`src/rtl/ws2812b_pkg.sv`:
```
// Shared WS2812B timing constants (64 MHz clock) and receiver state encoding.
`timescale 1ns/1ps
package ws2812b_pkg;

  localparam int T0H            = 26;
  localparam int T1H            = 51;
  localparam int T_BIT          = 80;
  localparam int T_RESET        = 3200;
  localparam int BITS_PER_PIXEL = 24;

  typedef enum logic [1:0] {
    GAP,
    IDLE,
    HIGH,
    LOW
  } rx_state_t;

endpackage

```
`src/rtl/ws2812b_rx_sync.sv`:
```
// Two-flop synchronizer for the serial line with a delayed copy for edge strobes.
`timescale 1ns/1ps
module ws2812b_rx_sync (
  input  logic clk,
  input  logic rst_n,
  input  logic i_din,
  output logic o_level,
  output logic o_rise,
  output logic o_fall
);

  logic r_s1;
  logic r_s2;
  logic r_s3;

  always_ff @(posedge clk) begin
    if (!rst_n) begin
      r_s1 <= 1'b0;
      r_s2 <= 1'b0;
      r_s3 <= 1'b0;
    end else begin
      r_s1 <= i_din;
      r_s2 <= r_s1;
      r_s3 <= r_s2;
    end
  end

  // Strobes are combinational on stage 2 so the consumer registers them one edge later.
  assign o_level = r_s2;
  assign o_rise  = r_s2 & ~r_s3;
  assign o_fall  = ~r_s2 & r_s3;

endmodule

```
`src/rtl/ws2812b_rx.sv`:
```
// WS2812B NRZ receiver: pulse-width decode into GRB pixels, gap detection and
// optional single-LED emulation that forwards everything after the first pixel.
`timescale 1ns/1ps
module ws2812b_rx #(
  parameter int T_MIN_HIGH   = 8,
  parameter int T_BIT_THRESH = 38,
  parameter int T_MAX_HIGH   = 80,
  parameter int T_RESET      = 3200
) (
  input  logic        clk,
  input  logic        rst_n,
  input  logic        din,
  input  logic        passthru_en,
  input  logic        err_clr,
  output logic [23:0] pixel_data,
  output logic        pixel_valid,
  output logic [7:0]  pixel_index,
  output logic        frame_end,
  output logic        busy,
  output logic        err_bit,
  output logic        err_partial,
  output logic        dout
);

  import ws2812b_pkg::*;

  localparam int CW = $clog2(T_RESET + 1);
  localparam logic [CW-1:0] C_MIN_HIGH    = CW'(T_MIN_HIGH);
  localparam logic [CW-1:0] C_BIT_THRESH  = CW'(T_BIT_THRESH);
  localparam logic [CW-1:0] C_MAX_HIGH_M1 = CW'(T_MAX_HIGH - 1);
  localparam logic [CW-1:0] C_RESET       = CW'(T_RESET);
  localparam logic [CW-1:0] C_RESET_M1    = CW'(T_RESET - 1);
  localparam logic [4:0]    C_LAST_BIT    = 5'(BITS_PER_PIXEL - 1);

  logic w_level;
  logic w_rise;
  logic w_fall;

  ws2812b_rx_sync u_sync (
    .clk     (clk),
    .rst_n   (rst_n),
    .i_din   (din),
    .o_level (w_level),
    .o_rise  (w_rise),
    .o_fall  (w_fall)
  );

  rx_state_t                   r_state;
  logic [CW-1:0]               r_cnt;
  logic [4:0]                  r_bitcnt;
  logic [7:0]                  r_pixcnt;
  logic [BITS_PER_PIXEL-1:0]   r_shift;
  logic [23:0]                 r_pixel_data;
  logic                        r_pixel_valid;
  logic [7:0]                  r_pixel_index;
  logic                        r_frame_end;
  logic                        r_err_bit;
  logic                        r_err_partial;
  logic                        r_own_done;
  logic                        r_pt;

  rx_state_t                   w_state_next;
  logic [CW-1:0]               w_cnt_next;
  logic [4:0]                  w_bitcnt_next;
  logic [7:0]                  w_pixcnt_next;
  logic [BITS_PER_PIXEL-1:0]   w_shift_next;
  logic [23:0]                 w_data_next;
  logic                        w_valid_next;
  logic [7:0]                  w_index_next;
  logic                        w_fe_next;
  logic                        w_set_bit;
  logic                        w_set_partial;
  logic                        w_own_next;
  logic                        w_pt_next;

  logic                        w_bit;
  logic [CW-1:0]               w_cnt_inc;
  logic [BITS_PER_PIXEL-1:0]   w_shifted;

  assign w_bit     = (r_cnt >= C_BIT_THRESH);
  assign w_cnt_inc = (r_cnt >= C_RESET) ? r_cnt : r_cnt + CW'(1);
  assign w_shifted = {r_shift[BITS_PER_PIXEL-2:0], w_bit};

  always_comb begin
    w_state_next  = r_state;
    w_cnt_next    = r_cnt;
    w_bitcnt_next = r_bitcnt;
    w_pixcnt_next = r_pixcnt;
    w_shift_next  = r_shift;
    w_data_next   = r_pixel_data;
    w_valid_next  = 1'b0;
    w_index_next  = r_pixel_index;
    w_fe_next     = 1'b0;
    w_set_bit     = 1'b0;
    w_set_partial = 1'b0;
    w_own_next    = r_own_done;
    w_pt_next     = r_pt;

    case (r_state)
      GAP: begin
        // Resync: only an unbroken low of T_RESET cycles re-arms the decoder.
        if (w_level) begin
          w_cnt_next = '0;
        end else if (r_cnt >= C_RESET_M1) begin
          w_state_next = IDLE;
        end else begin
          w_cnt_next = w_cnt_inc;
        end
      end

      IDLE: begin
        if (w_rise) begin
          w_state_next  = HIGH;
          w_cnt_next    = '0;
          w_bitcnt_next = '0;
          w_pixcnt_next = '0;
          w_pt_next     = passthru_en;
          w_own_next    = 1'b0;
        end
      end

      HIGH: begin
        if (w_fall) begin
          if (r_cnt < C_MIN_HIGH) begin
            w_set_bit    = 1'b1;
            w_state_next = GAP;
            w_cnt_next   = '0;
            w_own_next   = 1'b0;
          end else begin
            w_shift_next = w_shifted;
            w_state_next = LOW;
            w_cnt_next   = '0;
            if (r_bitcnt == C_LAST_BIT) begin
              w_bitcnt_next = '0;
              w_data_next   = w_shifted;
              w_valid_next  = !r_pt || (r_pixcnt == 8'd0);
              w_index_next  = r_pixcnt;
              if (r_pixcnt != 8'hFF) begin
                w_pixcnt_next = r_pixcnt + 8'd1;
              end
              if (r_pt) begin
                w_own_next = 1'b1;
              end
            end else begin
              w_bitcnt_next = r_bitcnt + 5'd1;
            end
          end
        end else if (r_cnt >= C_MAX_HIGH_M1) begin
          w_set_bit    = 1'b1;
          w_state_next = GAP;
          w_cnt_next   = '0;
          w_own_next   = 1'b0;
        end else begin
          w_cnt_next = w_cnt_inc;
        end
      end

      LOW: begin
        if (w_rise) begin
          w_state_next = HIGH;
          w_cnt_next   = '0;
        end else if (r_cnt >= C_RESET_M1) begin
          w_fe_next     = 1'b1;
          w_set_partial = (r_bitcnt != 5'd0);
          w_state_next  = IDLE;
          w_own_next    = 1'b0;
        end else begin
          w_cnt_next = w_cnt_inc;
        end
      end

      default: begin
        w_state_next = GAP;
        w_cnt_next   = '0;
      end
    endcase
  end

  always_ff @(posedge clk) begin
    if (!rst_n) begin
      r_state       <= GAP;
      r_cnt         <= '0;
      r_bitcnt      <= '0;
      r_pixcnt      <= '0;
      r_shift       <= '0;
      r_pixel_data  <= '0;
      r_pixel_valid <= 1'b0;
      r_pixel_index <= '0;
      r_frame_end   <= 1'b0;
      r_err_bit     <= 1'b0;
      r_err_partial <= 1'b0;
      r_own_done    <= 1'b0;
      r_pt          <= 1'b0;
    end else begin
      r_state       <= w_state_next;
      r_cnt         <= w_cnt_next;
      r_bitcnt      <= w_bitcnt_next;
      r_pixcnt      <= w_pixcnt_next;
      r_shift       <= w_shift_next;
      r_pixel_data  <= w_data_next;
      r_pixel_valid <= w_valid_next;
      r_pixel_index <= w_index_next;
      r_frame_end   <= w_fe_next;
      // A set in the same cycle as err_clr wins.
      r_err_bit     <= w_set_bit | (r_err_bit & ~err_clr);
      r_err_partial <= w_set_partial | (r_err_partial & ~err_clr);
      r_own_done    <= w_own_next;
      r_pt          <= w_pt_next;
    end
  end

  assign pixel_data  = r_pixel_data;
  assign pixel_valid = r_pixel_valid;
  assign pixel_index = r_pixel_index;
  assign frame_end   = r_frame_end;
  assign busy        = (r_state == HIGH) || (r_state == LOW);
  assign err_bit     = r_err_bit;
  assign err_partial = r_err_partial;
  assign dout        = r_own_done & w_level;

endmodule

```
`config.mk`:
```
export PLATFORM = sky130hd
export DESIGN_NAME = ws2812b_rx
export DESIGN_NICKNAME = d
export VERILOG_FILES = /design/src/rtl/ws2812b_pkg.sv /design/src/rtl/ws2812b_rx_sync.sv /design/src/rtl/ws2812b_rx.sv
export SDC_FILE = /design/constraint.sdc
export NUM_CORES = 1
export LEC_CHECK = 0
export CORE_MARGIN = 4
export CORE_UTILIZATION = 61
export CTS_CLUSTER_DIAMETER = 30
export CTS_CLUSTER_SIZE = 16
export DETAILED_ROUTE_END_ITERATION = 10
export PLACE_DENSITY = 0.88
export SLEW_MARGIN = 10
export SYNTH_ARGS = -nofsm -noshare
export SYNTH_HDL_FRONTEND = slang
export SYNTH_SLANG_ARGS = --single-unit
```
`constraint.sdc`:
```
create_clock -name clk -period 5.05 [get_ports clk]
set_input_delay 1.01 -clock clk [delete_from_list [all_inputs] [get_ports clk]]
set_output_delay 1.01 -clock clk [all_outputs]
set_load 0.02 [all_outputs]
```
-- After elaboration in Yosys (flattened, before gate mapping)
Cells that the tools add are included.
- logic and storage cells: 117
- bits of input ports: 5
- flip-flop bits (word level): 91
- bitwise logic cells: 16
- add/sub/neg operators: 3
- reductions and logical operators: 17
- muxes and demuxes: 44
- eq/ne operators: 16
- order comparisons: 5
- operators by type and width (cell ; number):
    12-bit 2-to-1 mux ; 7
    12-bit one-hot mux with 4 select lines ; 1
    8-bit 2-to-1 mux ; 5
    12-bit >= comparator (second input constant) ; 2
    5-bit 2-to-1 mux ; 4
    1-bit 2-to-1 mux ; 16
    8-bit one-hot mux with 2 select lines ; 1
    2-bit 2-to-1 mux ; 7
    12-bit by 1-bit adder with 12-bit output (second input constant) ; 1
    12-bit by 6-bit >= comparator with 1-bit output (second input constant) ; 1
    12-bit by 7-bit >= comparator with 1-bit output (second input constant) ; 1
    12-bit by 4-bit < comparator with 1-bit output (second input constant) ; 1
    2-bit inequality test (second input constant) ; 6
    5-bit one-hot mux with 2 select lines ; 1
    1-bit NOT ; 9
    8-bit by 1-bit adder with 8-bit output (second input constant) ; 1
    8-bit zero test ; 1
    4-bit inequality test (second input constant) ; 2
    8-bit inequality test (second input constant) ; 1
    2-bit one-hot mux with 4 select lines ; 1
    4-bit AND reduction ; 2
    7-bit AND reduction ; 1
    3-bit AND reduction ; 2
    6-bit AND reduction ; 1
    18 further kinds ; 26

-- Longest topological paths before layout
Gate-level depths: netlist of the first run.
- word-level depth: 6
- gate-level depth with buffers: 9
- gate-level depth less buffers: 7

-- By module
From an unflattened synthesis of the first run, not the netlist that was laid out.
- cell total of the unflattened synthesis: 538
- area total of the unflattened synthesis: 4225.3 um^2
- by module, submodules not included (module ; area each (um^2) ; cells an instance ; instances):
    ws2812b_rx ; 4134.0 ; 530 ; 1
    ws2812b_rx_sync ; 91.3 ; 8 ; 1

-- Worst setup path after synthesis of the first run
OpenSTA, ideal clock, no wires.
- kind: register to output
- start: register r_state[0]
- end: output busy
- arrival time: 1.438 ns
- stages on the path, launching flop included: 6
- required time: 4.040 ns
- path slack: 2.602 ns
- cells stage by stage: dfxtp_1 inv_1 ha_1 clkbuf_1 clkbuf_1 or2_2
- longest elaborated chain between the ends: 2
- elaborated cells between the ends (all ways): 3
- ends and longest elaborated chain (item ; RTL line ; RTL):
    start, declared ; ws2812b_rx.sv:48 ; rx_state_t r_state;
    start signal, assigned ; ws2812b_rx.sv:195 ; r_state <= w_state_next;
    2-bit == test ; ws2812b_rx.sv:216 ; assign busy = (r_state == HIGH) || (r_state == LOW);
    1-bit logical OR (*) ; ws2812b_rx.sv:216 ;
    end, declared ; ws2812b_rx.sv:19 ; output logic busy,
Every way passes the cells marked *; elsewhere a longest branch is shown, timed or not.

-- Worst setup path after layout of the first run
- start: register r_state[0]
- end: register r_pixel_valid, in the netlist pixel_valid
- longest elaborated chain between the ends: 3
- ends and longest elaborated chain (item ; RTL line ; RTL):
    2-bit == test ; ws2812b_rx.sv:99 ; case (r_state)
    1-bit NOT (no line) ; -- ;
    5-bit OR reduction (no line) ; -- ;
    end signal, assigned ; ws2812b_rx.sv:201 ; r_pixel_valid <= w_valid_next;
    end, declared ; ws2812b_rx.sv:54 ; logic r_pixel_valid;
Every way passes these cells.
A chain may end at the register's enable or synchronous reset.

==> flow_metrics.py, run 1 <==
metrics = {
    "clock_tree": {
        "cts_max_level": 3,
        "cts_hold_buf": 0,
        "clkSlewWorstSetupHoldPaths_ns": 0.09,
        "ctsLongestPathBuffers": 2,
        "cts_tree": "built",
        "cts_sinks": 91,
        "cts_made_buffers": 9,
        "post_cts_resize_count": 0,
        "clk_latency_ns": 0.36,
        "cts-root-buf": "clkbuf_8",
        "cts_setup_buffers": 0,
    },
    "power": {
        "p_comb_share_pct": 3.0,
        "internal_power_mw": 0.980,
        "powerDensity_mw_per_mm2": 258,
        "clockPowerShare_pct": 39.9,
        "power_switching_mw": 0.292,
        "fin_total_pwr_mw": 1.27,
        "swShare_pct": 22.9,
        "power.leakage_nw": 1.61,
        "seqPwrFrac_pct": 57.1,
        "ir_worst_vdd_uv": 126,
    },
    "drt": {
        "drt_wl_total_mm": 10.1,
        "vias": 4074,
        "drt_iter0_markers": 254,
        "antenna_left": 0,
        "drt_pre_antenna_iters": 5,
        "remaining_drc_errors": 0,
        "via_per_inst": 6.14,
        "wl_per_cell_um": 15.2,
    },
    "synthesis": {
        "ys_ff_latch": 91,
        "yosysMostFrequentCell": "nand2_1",
        "synth_warnings": 0,
        "synth-seq-area-share_pct": 41.9,
        "syn-instance-count": 544,
        "yosysUniqueCellTypes": 65,
        "synthArstFlopShare_pct": 0,
        "synth_edf_count": 0,
        "postSynthAreaPerCell_um2": 8.00,
        "synthTopCellsByArea": "dfxtp_1 (42%), nand2_1 (11%), a21oi_1 (8.1%), ha_1 (3.2%), clkbuf_1 (2.2%)",
        "syn_area_mm2": 0.00435,
        "synth_top_area_cell": "dfxtp_1",
        "synth_nets": 560,
        "synth_ff_type": "dfxtp_1",
        "yosys-top-cells-count": "nand2_1 (132), dfxtp_1 (91), a21oi_1 (70)",
        "synth_top_area_share_pct": 41.9,
    },
    "placed_design": {
        "place_ws_ns": 1.68,
        "dp_hpwl_mm": 6.85,
        "io_buffers": 42,
        "place_congestion": 0.911,
        "dp.cells": 647,
    },
    "run": {
        "drv_cap": 0,
    },
    "finish": {
        "syn_to_final_growth_pct": 13.5,
        "fin_cells": 663,
        "multi_input_area_mm2": 0.00230,
        "regArea_mm2": 0.00182,
        "antenna_cells": 0,
        "n_fill_cell": 549,
        "drive_above_1_share_pct": 5.29,
        "layout.nets": 578,
    },
    "status": {
        "status": "complete, no violations",
    },
    "worst_setup_path": {
        "cp.required_ns": 5.32,
        "crit_buf_inv": 1,
        "critPathKind": "reg2reg",
        "critPathLaunchType": "register",
        "cp_slowest_stage_delay_ns": 0.89,
        "cp_slowest_cell": "o311a_1",
        "cp-end-kind": "register",
        "arrival_ns": 3.62,
        "path_delay_family": "compound AO/OA/AOI/OAI gates",
        "crit_chain": "inv_1 -> ha_1 -> o311a_1 -> nand2_1 -> a211oi_1",
        "regToRegSetupSlack_ns": 1.70,
        "crit_fanout": 32,
    },
    "timing": {
        "fin_worst_skew_ns": 0.0126,
        "finalCritPeriodShare_pct": 66.4,
        "setup-violations-final": 0,
        "hold_viol_final": 0,
        "fmax_mhz": 298,
        "tightest_slew_ns": 0.970,
        "rsz0062_at_grt": "no",
        "fin_hold_ws_ns": 0.441,
        "slew_viol_final": 0,
        "slew_headroom_pct": 35.2,
        "final.setup.worst_slack_ns": 1.70,
        "finalCriticalPeriod_ns": 3.35,
        "fin_tns_setup_ns": 0,
    },
    "floorplan": {
        "coreArea_mm2": 0.00687,
        "num_rows": 30,
        "die_w_um": 92.5,
        "start_util_pct": 63.4,
        "io_pins": 43,
        "die_area_mm2": 0.00855,
        "fp.dieH_um": 92.5,
    },
    "global_routing": {
        "overflow": 0,
        "grt_pass1_wl_mm": 17.2,
        "track_usage_pct": 24.4,
        "grt_max_degree": 51,
        "grt_pass1_vias": 3725,
        "antenna_found_initial": 0,
    },
    "hold_path": {
        "hold_class": "reg2reg",
    },
}
worst paths after layout:
path / cells after the start / startpoint / to
min: 1 / u_sync.r_s1 / u_sync.o_level
max: 5 / r_state[0] / pixel_valid
min reg2reg: 1 / u_sync.r_s1 / u_sync.o_level
max reg2reg: 5 / r_state[0] / pixel_valid
power by group through the flow:
stage                     registers [mW]  clock network (mW)  logic [mW]
final                              0.726               0.507      0.0387
after global routing               0.727               0.553      0.0427
after CTS                          0.725               0.515      0.0381
after detailed placement           0.742                   0      0.0379
after global placement             0.742                   0      0.0364
after floorplan                    0.740                   0      0.0295
cells in the final DEF (no fill, tap or decap), types with 7 or more instances in the layout:
cell type / count
nor2_1: 19
a21oi_1: 70
a211oi_1: 7
or3_1: 8
clkdlybuf4s50_1: 42
nand3_1: 15
o21ai_0: 16
clkbuf_8: 10
a31oi_1: 7
nand2_1: 132
nand2b_1: 7
dfxtp_1: 91
inv_1: 13
ha_1: 11
state kept, by name, indices dropped and copies added (netlist names), 2 cells and up:
name	cells
pixel_data	24
r_bitcnt	5
r_cnt	12
pixel_index	8
r_shift	23
r_state	2
r_pixcnt	8
per-stage QoR:
stage	util (%)	area, µm²
after floorplan	-	4350
after global routing	71.9	4940
after detailed placement	68.8	4730
after CTS	71.9	4940
final	71.9	4940
after global placement	68.8	4730
final cells by class:
type                       count  area share [%]
multi-input combinational    402            46.5
sequential                    91            36.9
timing repair buffer          44            8.82
clock buffer                  10            2.79
tap                           96            2.43
clock inverter                 6            1.47
inverter                      14            1.06
per-layer routing:
metal / routed length [µm] / vias to the layer above / GRT usage, %
li1: - / 1966 / -
met2: 4830 / 157 / 40.0
met5: 0 / - / 0
met1: 4350 / 1924 / 31.8
met4: 218 / 0 / 8.66
met3: 678 / 27 / 5.04
cells by family after synthesis:
family / count (synthesis) / synth area share (%)
adders and majority gates: 11 / 3.16
DFF: 91 / 41.9
muxes: 3 / 0.719
AOI/OAI and AO/OA: 152 / 23.1
xor gates and xnor gates: 5 / 1.01
buffers and inverters: 51 / 5.32
and+or+nand+nor: 231 / 24.8
worst reg2reg max path: cells and delay by family, from the launching register on:
kind	cells	cell delay, ns
DFF	1	0.35
AOI/OAI and AO/OA	2	1.33
adders and majority gates	1	0.67
buffers and inverters	1	0.11
and+or+nand+nor	1	0.81
Power figures use the tool's default switching activity.
==> inputs of run 2 (changes only) <==
--- a/config.mk
+++ b/config.mk
@@ -6,11 +6,11 @@
 export NUM_CORES = 1
 export LEC_CHECK = 0
 export CORE_MARGIN = 4
-export CORE_UTILIZATION = 61
+export CORE_UTILIZATION = 57
 export CTS_CLUSTER_DIAMETER = 30
 export CTS_CLUSTER_SIZE = 16
 export DETAILED_ROUTE_END_ITERATION = 10
-export PLACE_DENSITY = 0.88
+export PLACE_DENSITY = 0.83
 export SLEW_MARGIN = 10
 export SYNTH_ARGS = -nofsm -noshare
 export SYNTH_HDL_FRONTEND = slang
==> constraint.sdc (replaced) <==
create_clock -name clk -period 3.2 [get_ports clk]
set_input_delay 0.64 -clock clk [delete_from_list [all_inputs] [get_ports clk]]
set_output_delay 0.64 -clock clk [all_outputs]
set_load 0.02 [all_outputs]
==> flow_metrics.py, run 2 (synthesized netlist as in run 1, its figures left out) <==
metrics = {
    "drt": {
        "drt_iter0_markers": 290,
        "drt_pre_antenna_iters": 4,
        "drt_wl_total_mm": 10.1,
        "via_per_inst": 6.00,
        "vias": 4030,
        "antenna_left": 0,
        "wl_per_cell_um": 15.1,
        "remaining_drc_errors": 0,
    },
    "timing": {
        "hold_viol_final": 0,
        "setup-violations-final": 0,
        "tightest_slew_ns": 0.765,
        "fin_hold_ws_ns": 0.451,
        "rsz0062_at_grt": "no",
        "fmax_mhz": 386,
        "slew_viol_final": 0,
        "fin_worst_skew_ns": 0.0141,
        "slew_headroom_pct": 48.2,
        "final.setup.worst_slack_ns": 0.608,
        "fin_tns_setup_ns": 0,
        "finalCriticalPeriod_ns": 2.59,
        "finalCritPeriodShare_pct": 81.0,
    },
    "worst_setup_path": {
        "crit_fanout": 10,
        "cp-end-kind": "output port",
        "critPathLaunchType": "register",
        "critPathKind": "reg2out",
        "arrival_ns": 1.95,
        "cp.required_ns": 2.56,
    },
    "placed_design": {
        "placed_cell_area_mm2": 0.00479,
        "dp.cells": 656,
        "io_buffers": 42,
        "dp_hpwl_mm": 7.03,
        "place_congestion": 1.02,
        "place_ws_ns": 0.916,
    },
    "clock_tree": {
        "clkSlewWorstSetupHoldPaths_ns": 0.11,
        "cts_tree": "built",
        "cts-root-buf": "clkbuf_8",
        "clk_latency_ns": 0.37,
        "post_cts_resize_count": 0,
        "cts_sinks": 91,
        "cts_made_buffers": 9,
        "cts_hold_buf": 0,
        "ctsLongestPathBuffers": 2,
        "cts_setup_buffers": 0,
        "cts_max_level": 3,
    },
    "floorplan": {
        "die_w_um": 95.4,
        "num_rows": 31,
        "fp.dieH_um": 95.4,
        "coreArea_mm2": 0.00733,
        "io_pins": 43,
        "die_area_mm2": 0.00910,
        "start_util_pct": 59.4,
    },
    "finish": {
        "largest_register_ffs": 24,
        "antenna_cells": 0,
        "post-route-cell-area_mm2": 0.00498,
        "final_common_cell": "nand2_1",
        "syn_to_final_growth_pct": 14.4,
        "utilization_pct": 67.9,
        "fin_cells": 672,
        "layout.nets": 584,
        "final_cell_mix": "nand2_1 (132), dfxtp_1 (91), a21oi_1 (70)",
        "drive_above_1_share_pct": 6.28,
    },
    "global_routing": {
        "antenna_found_initial": 0,
        "overflow": 0,
        "grt_pass1_wl_mm": 17.4,
        "gr-max-usage-layer": "met2",
        "grt_max_degree": 62,
        "track_usage_pct": 24.0,
        "grtUsageMet3_pct": 5.76,
        "grt_pass1_vias": 3691,
        "grtUsageMet1_pct": 32.3,
        "grtUsageMet2_pct": 37.0,
    },
    "power": {
        "fin_total_pwr_mw": 1.97,
        "power.leakage_nw": 1.63,
        "powerDensity_mw_per_mm2": 395,
        "ir_worst_vdd_uv": 250,
    },
    "run": {
        "drv_cap": 0,
    },
    "status": {
        "status": "complete, no violations",
    },
    "hold_path": {
        "hold_class": "reg2reg",
    },
}
run 2: cell types whose count changed in the layout (fill, tap and decap cells not counted), sizes merged:
cell	delta
buf	+6
bufinv	-1
clkbuf	-1
clkinv	-2
clkinvlp	+1
inv	+3
run 2: per-layer routing:
layer / up-vias / part of all wire (%) / routed length [µm]
li1: 1980 / - / -
met1: 1868 / 45 / 4590
met2: 149 / 46 / 4670
met3: 33 / 6.0 / 610
met4: 0 / 2.7 / 272
met5: - / 0 / 0
run 2: worst paths after layout:
path / endpoint / start / cells past startpoint / slack, ns
setup / recovery: busy / r_state[1] / 3 / 0.61
hold / removal: u_sync.o_level / u_sync.r_s1 / 1 / 0.45
setup reg to reg: r_cnt[5] / r_cnt[1] / 6 / 0.85
hold reg to reg: u_sync.o_level / u_sync.r_s1 / 1 / 0.45
run 2: worst max-delay path, stage by stage (launching register included):
cell and delay [ns]:
dfxtp_1 0.40, ha_1 0.40, or2_2 0.19, clkdlybuf4s50_1 0.60
run 2: power by group:
part / switching, mW / internal, mW
clock network: 0.456 / 0.303
registers: 0.00877 / 1.14
logic: 0.0399 / 0.0251
total: 0.505 / 1.46
run 2: area by class of cell:
| type | instances | area, µm² |
|---|---|---|
| Clock buffer | 9 | 124 |
| Multi-Input combinational cell | 402 | 2300 |
| Fill cell | 614 | 2350 |
| Sequential cell | 91 | 1820 |
| Inverter | 14 | 52.6 |
| Tap cell | 99 | 124 |
| Timing Repair Buffer | 50 | 493 |
| Clock inverter | 7 | 66.3 |
==> inputs of run 3 (changes only) <==
--- a/config.mk
+++ b/config.mk
@@ -6,11 +6,11 @@
 export NUM_CORES = 1
 export LEC_CHECK = 0
 export CORE_MARGIN = 4
-export CORE_UTILIZATION = 57
+export CORE_UTILIZATION = 51
 export CTS_CLUSTER_DIAMETER = 30
 export CTS_CLUSTER_SIZE = 16
 export DETAILED_ROUTE_END_ITERATION = 10
-export PLACE_DENSITY = 0.83
+export PLACE_DENSITY = 0.78
 export SLEW_MARGIN = 10
 export SYNTH_ARGS = -nofsm -noshare
 export SYNTH_HDL_FRONTEND = slang
==> constraint.sdc (replaced) <==
create_clock -name clk -period 2.35 [get_ports clk]
set_input_delay 0.47 -clock clk [delete_from_list [all_inputs] [get_ports clk]]
set_output_delay 0.47 -clock clk [all_outputs]
set_load 0.02 [all_outputs]
==> flow_metrics.py, run 3 (synthesized netlist as in run 1, its figures left out) <==
metrics = {
    "hold_path": {
        "whs_endpoint": "u_sync.o_level",
        "hold_depth": 1,
        "hold_class": "reg2reg",
        "hold_path.startpoint": "u_sync.r_s1",
    },
    "floorplan": {
        "die_area_mm2": 0.0101,
        "io_pins": 43,
        "start_util_pct": 52.7,
        "die_w_um": 100,
        "num_rows": 33,
        "coreArea_mm2": 0.00826,
        "fp.dieH_um": 100,
    },
    "global_routing": {
        "grt_max_degree": 49,
        "antenna_found_initial": 0,
        "overflow": 0,
        "grt_pass1_vias": 3756,
        "track_usage_pct": 21.6,
        "grt_pass1_wl_mm": 17.8,
    },
    "clock_tree": {
        "clk_latency_ns": 0.36,
        "cts-root-buf": "clkbuf_8",
        "cts_tree": "built",
        "clkSlewWorstSetupHoldPaths_ns": 0.10,
        "cts_max_level": 3,
        "cts_hold_buf": 0,
        "cts_sinks": 91,
        "ctsLongestPathBuffers": 2,
        "cts_made_buffers": 9,
    },
    "timing": {
        "hold_viol_final": 0,
        "tightest_slew_ns": 0.589,
        "rsz0062_at_grt": "no",
        "slew_viol_final": 0,
        "finalCriticalPeriod_ns": 2.20,
        "final.setup.worst_slack_ns": 0.147,
        "fin_tns_setup_ns": 0,
        "finalCritPeriodShare_pct": 93.8,
        "setup-violations-final": 0,
        "slew_headroom_pct": 60.5,
        "fmax_mhz": 454,
        "fin_worst_skew_ns": 0.0140,
    },
    "drt": {
        "via_per_inst": 5.82,
        "wl_per_cell_um": 15.4,
        "drt_iter0_markers": 267,
        "antenna_left": 0,
        "remaining_drc_errors": 0,
        "drt_pre_antenna_iters": 5,
        "drt_wl_total_mm": 10.7,
        "vias": 4036,
    },
    "placed_design": {
        "place_ws_ns": 0.140,
        "dp_hpwl_mm": 7.58,
        "io_buffers": 42,
        "placed_cell_area_mm2": 0.00492,
        "place_congestion": 0.961,
    },
    "worst_setup_path": {
        "critPathKind": "reg2reg",
        "timing.rr.end": "r_cnt[5]",
        "arrival_ns": 2.48,
        "critPathLaunchType": "register",
        "crit_fanout": 8,
        "rr_worst_depth": 6,
        "cp.required_ns": 2.63,
        "worstReg2RegStart": "r_cnt[1]",
        "regToRegSetupSlack_ns": 0.15,
        "cp-end-kind": "register",
    },
    "power": {
        "seqPwrFrac_pct": 54.8,
        "swShare_pct": 22.9,
        "clockPowerShare_pct": 42.0,
        "powerDensity_mw_per_mm2": 552,
        "ir_worst_vdd_uv": 250,
        "power_switching_mw": 0.650,
        "power.leakage_nw": 1.74,
        "internal_power_mw": 2.19,
        "p_comb_share_pct": 3.2,
    },
    "finish": {
        "final_common_cell": "nand2_1",
        "largest_register_ffs": 24,
        "post-route-cell-area_mm2": 0.00515,
        "final_cell_mix": "nand2_1 (132), dfxtp_1 (91), a21oi_1 (70)",
        "layout.nets": 599,
        "antenna_cells": 0,
        "drive_above_1_share_pct": 9.18,
        "syn_to_final_growth_pct": 18.4,
    },
    "run": {
        "drv_cap": 0,
    },
    "status": {
        "status": "complete, no violations",
    },
}
-- run 3: worst max-delay path by stage --
stage               startpoint          end  slack [ns]  depth (start not counted)
floorplan             r_cnt[1]     r_cnt[5]        0.34                          6
global placement      r_cnt[1]     r_cnt[5]        0.23                          6
detailed placement  r_state[0]  r_pixcnt[7]        0.14                          7
CTS                 r_state[0]         busy        0.06                          4
global route          r_cnt[1]   r_state[1]        0.03                          6
finish                r_cnt[1]     r_cnt[5]        0.15                          6
-- run 3: per-layer routing --
layer	track usage (%)	share of wire [%]
met4	8.08	1.8
met2	34.9	46
met3	3.54	6.4
met1	29.1	46
met5	0	0
-- run 3: what timing repair did --
action / CTS / global route
gates cloned: 0 / 0
hold endpoints to repair: 0 / 0
pin swaps: 0 / 0
setup endpoints to repair: 1 / 5
resized for setup: 1 / 5
setup buffers: 0 / 0
-- run 3: final cells by class --
class,instances,area (µm²)
Clock buffer,9,124
Multi-Input combinational cell,402,2310
Timing Repair Buffer,65,617
Clock inverter,7,98.8
Tap cell,105,131
Sequential cell,91,1820
Inverter,14,52.6
Fill cell,756,3110
-- run 3: critical path, stage by stage, from the launching register on --
cell and delay [ns]:
dfxtp_1 0.38, ha_1 0.29, a311oi_1 0.34, o2111a_2 0.28, a22o_1 0.17, or3b_1 0.40, o31ai_1 0.26
-- run 3: through the flow --
step	total power [mW]	hold slack (ns)	util [%]	std cells
detailed placement	1.68	0.436	59.6	677
finish	2.84	0.446	62.4	693
floorplan	1.65	0.412	-	544
global route	2.95	0.461	62.4	693
global placement	1.68	0.416	59.6	677
CTS	2.88	0.453	62.3	693
-- run 3: power by group through the flow --
stage               clock, mW  sequential (mW)  combinational (mW)
global placement            0             1.59              0.0892
global route             1.29             1.56              0.0995
CTS                      1.23             1.56              0.0894
detailed placement          0             1.59              0.0893
finish                   1.20             1.56              0.0907
floorplan                   0             1.59              0.0635
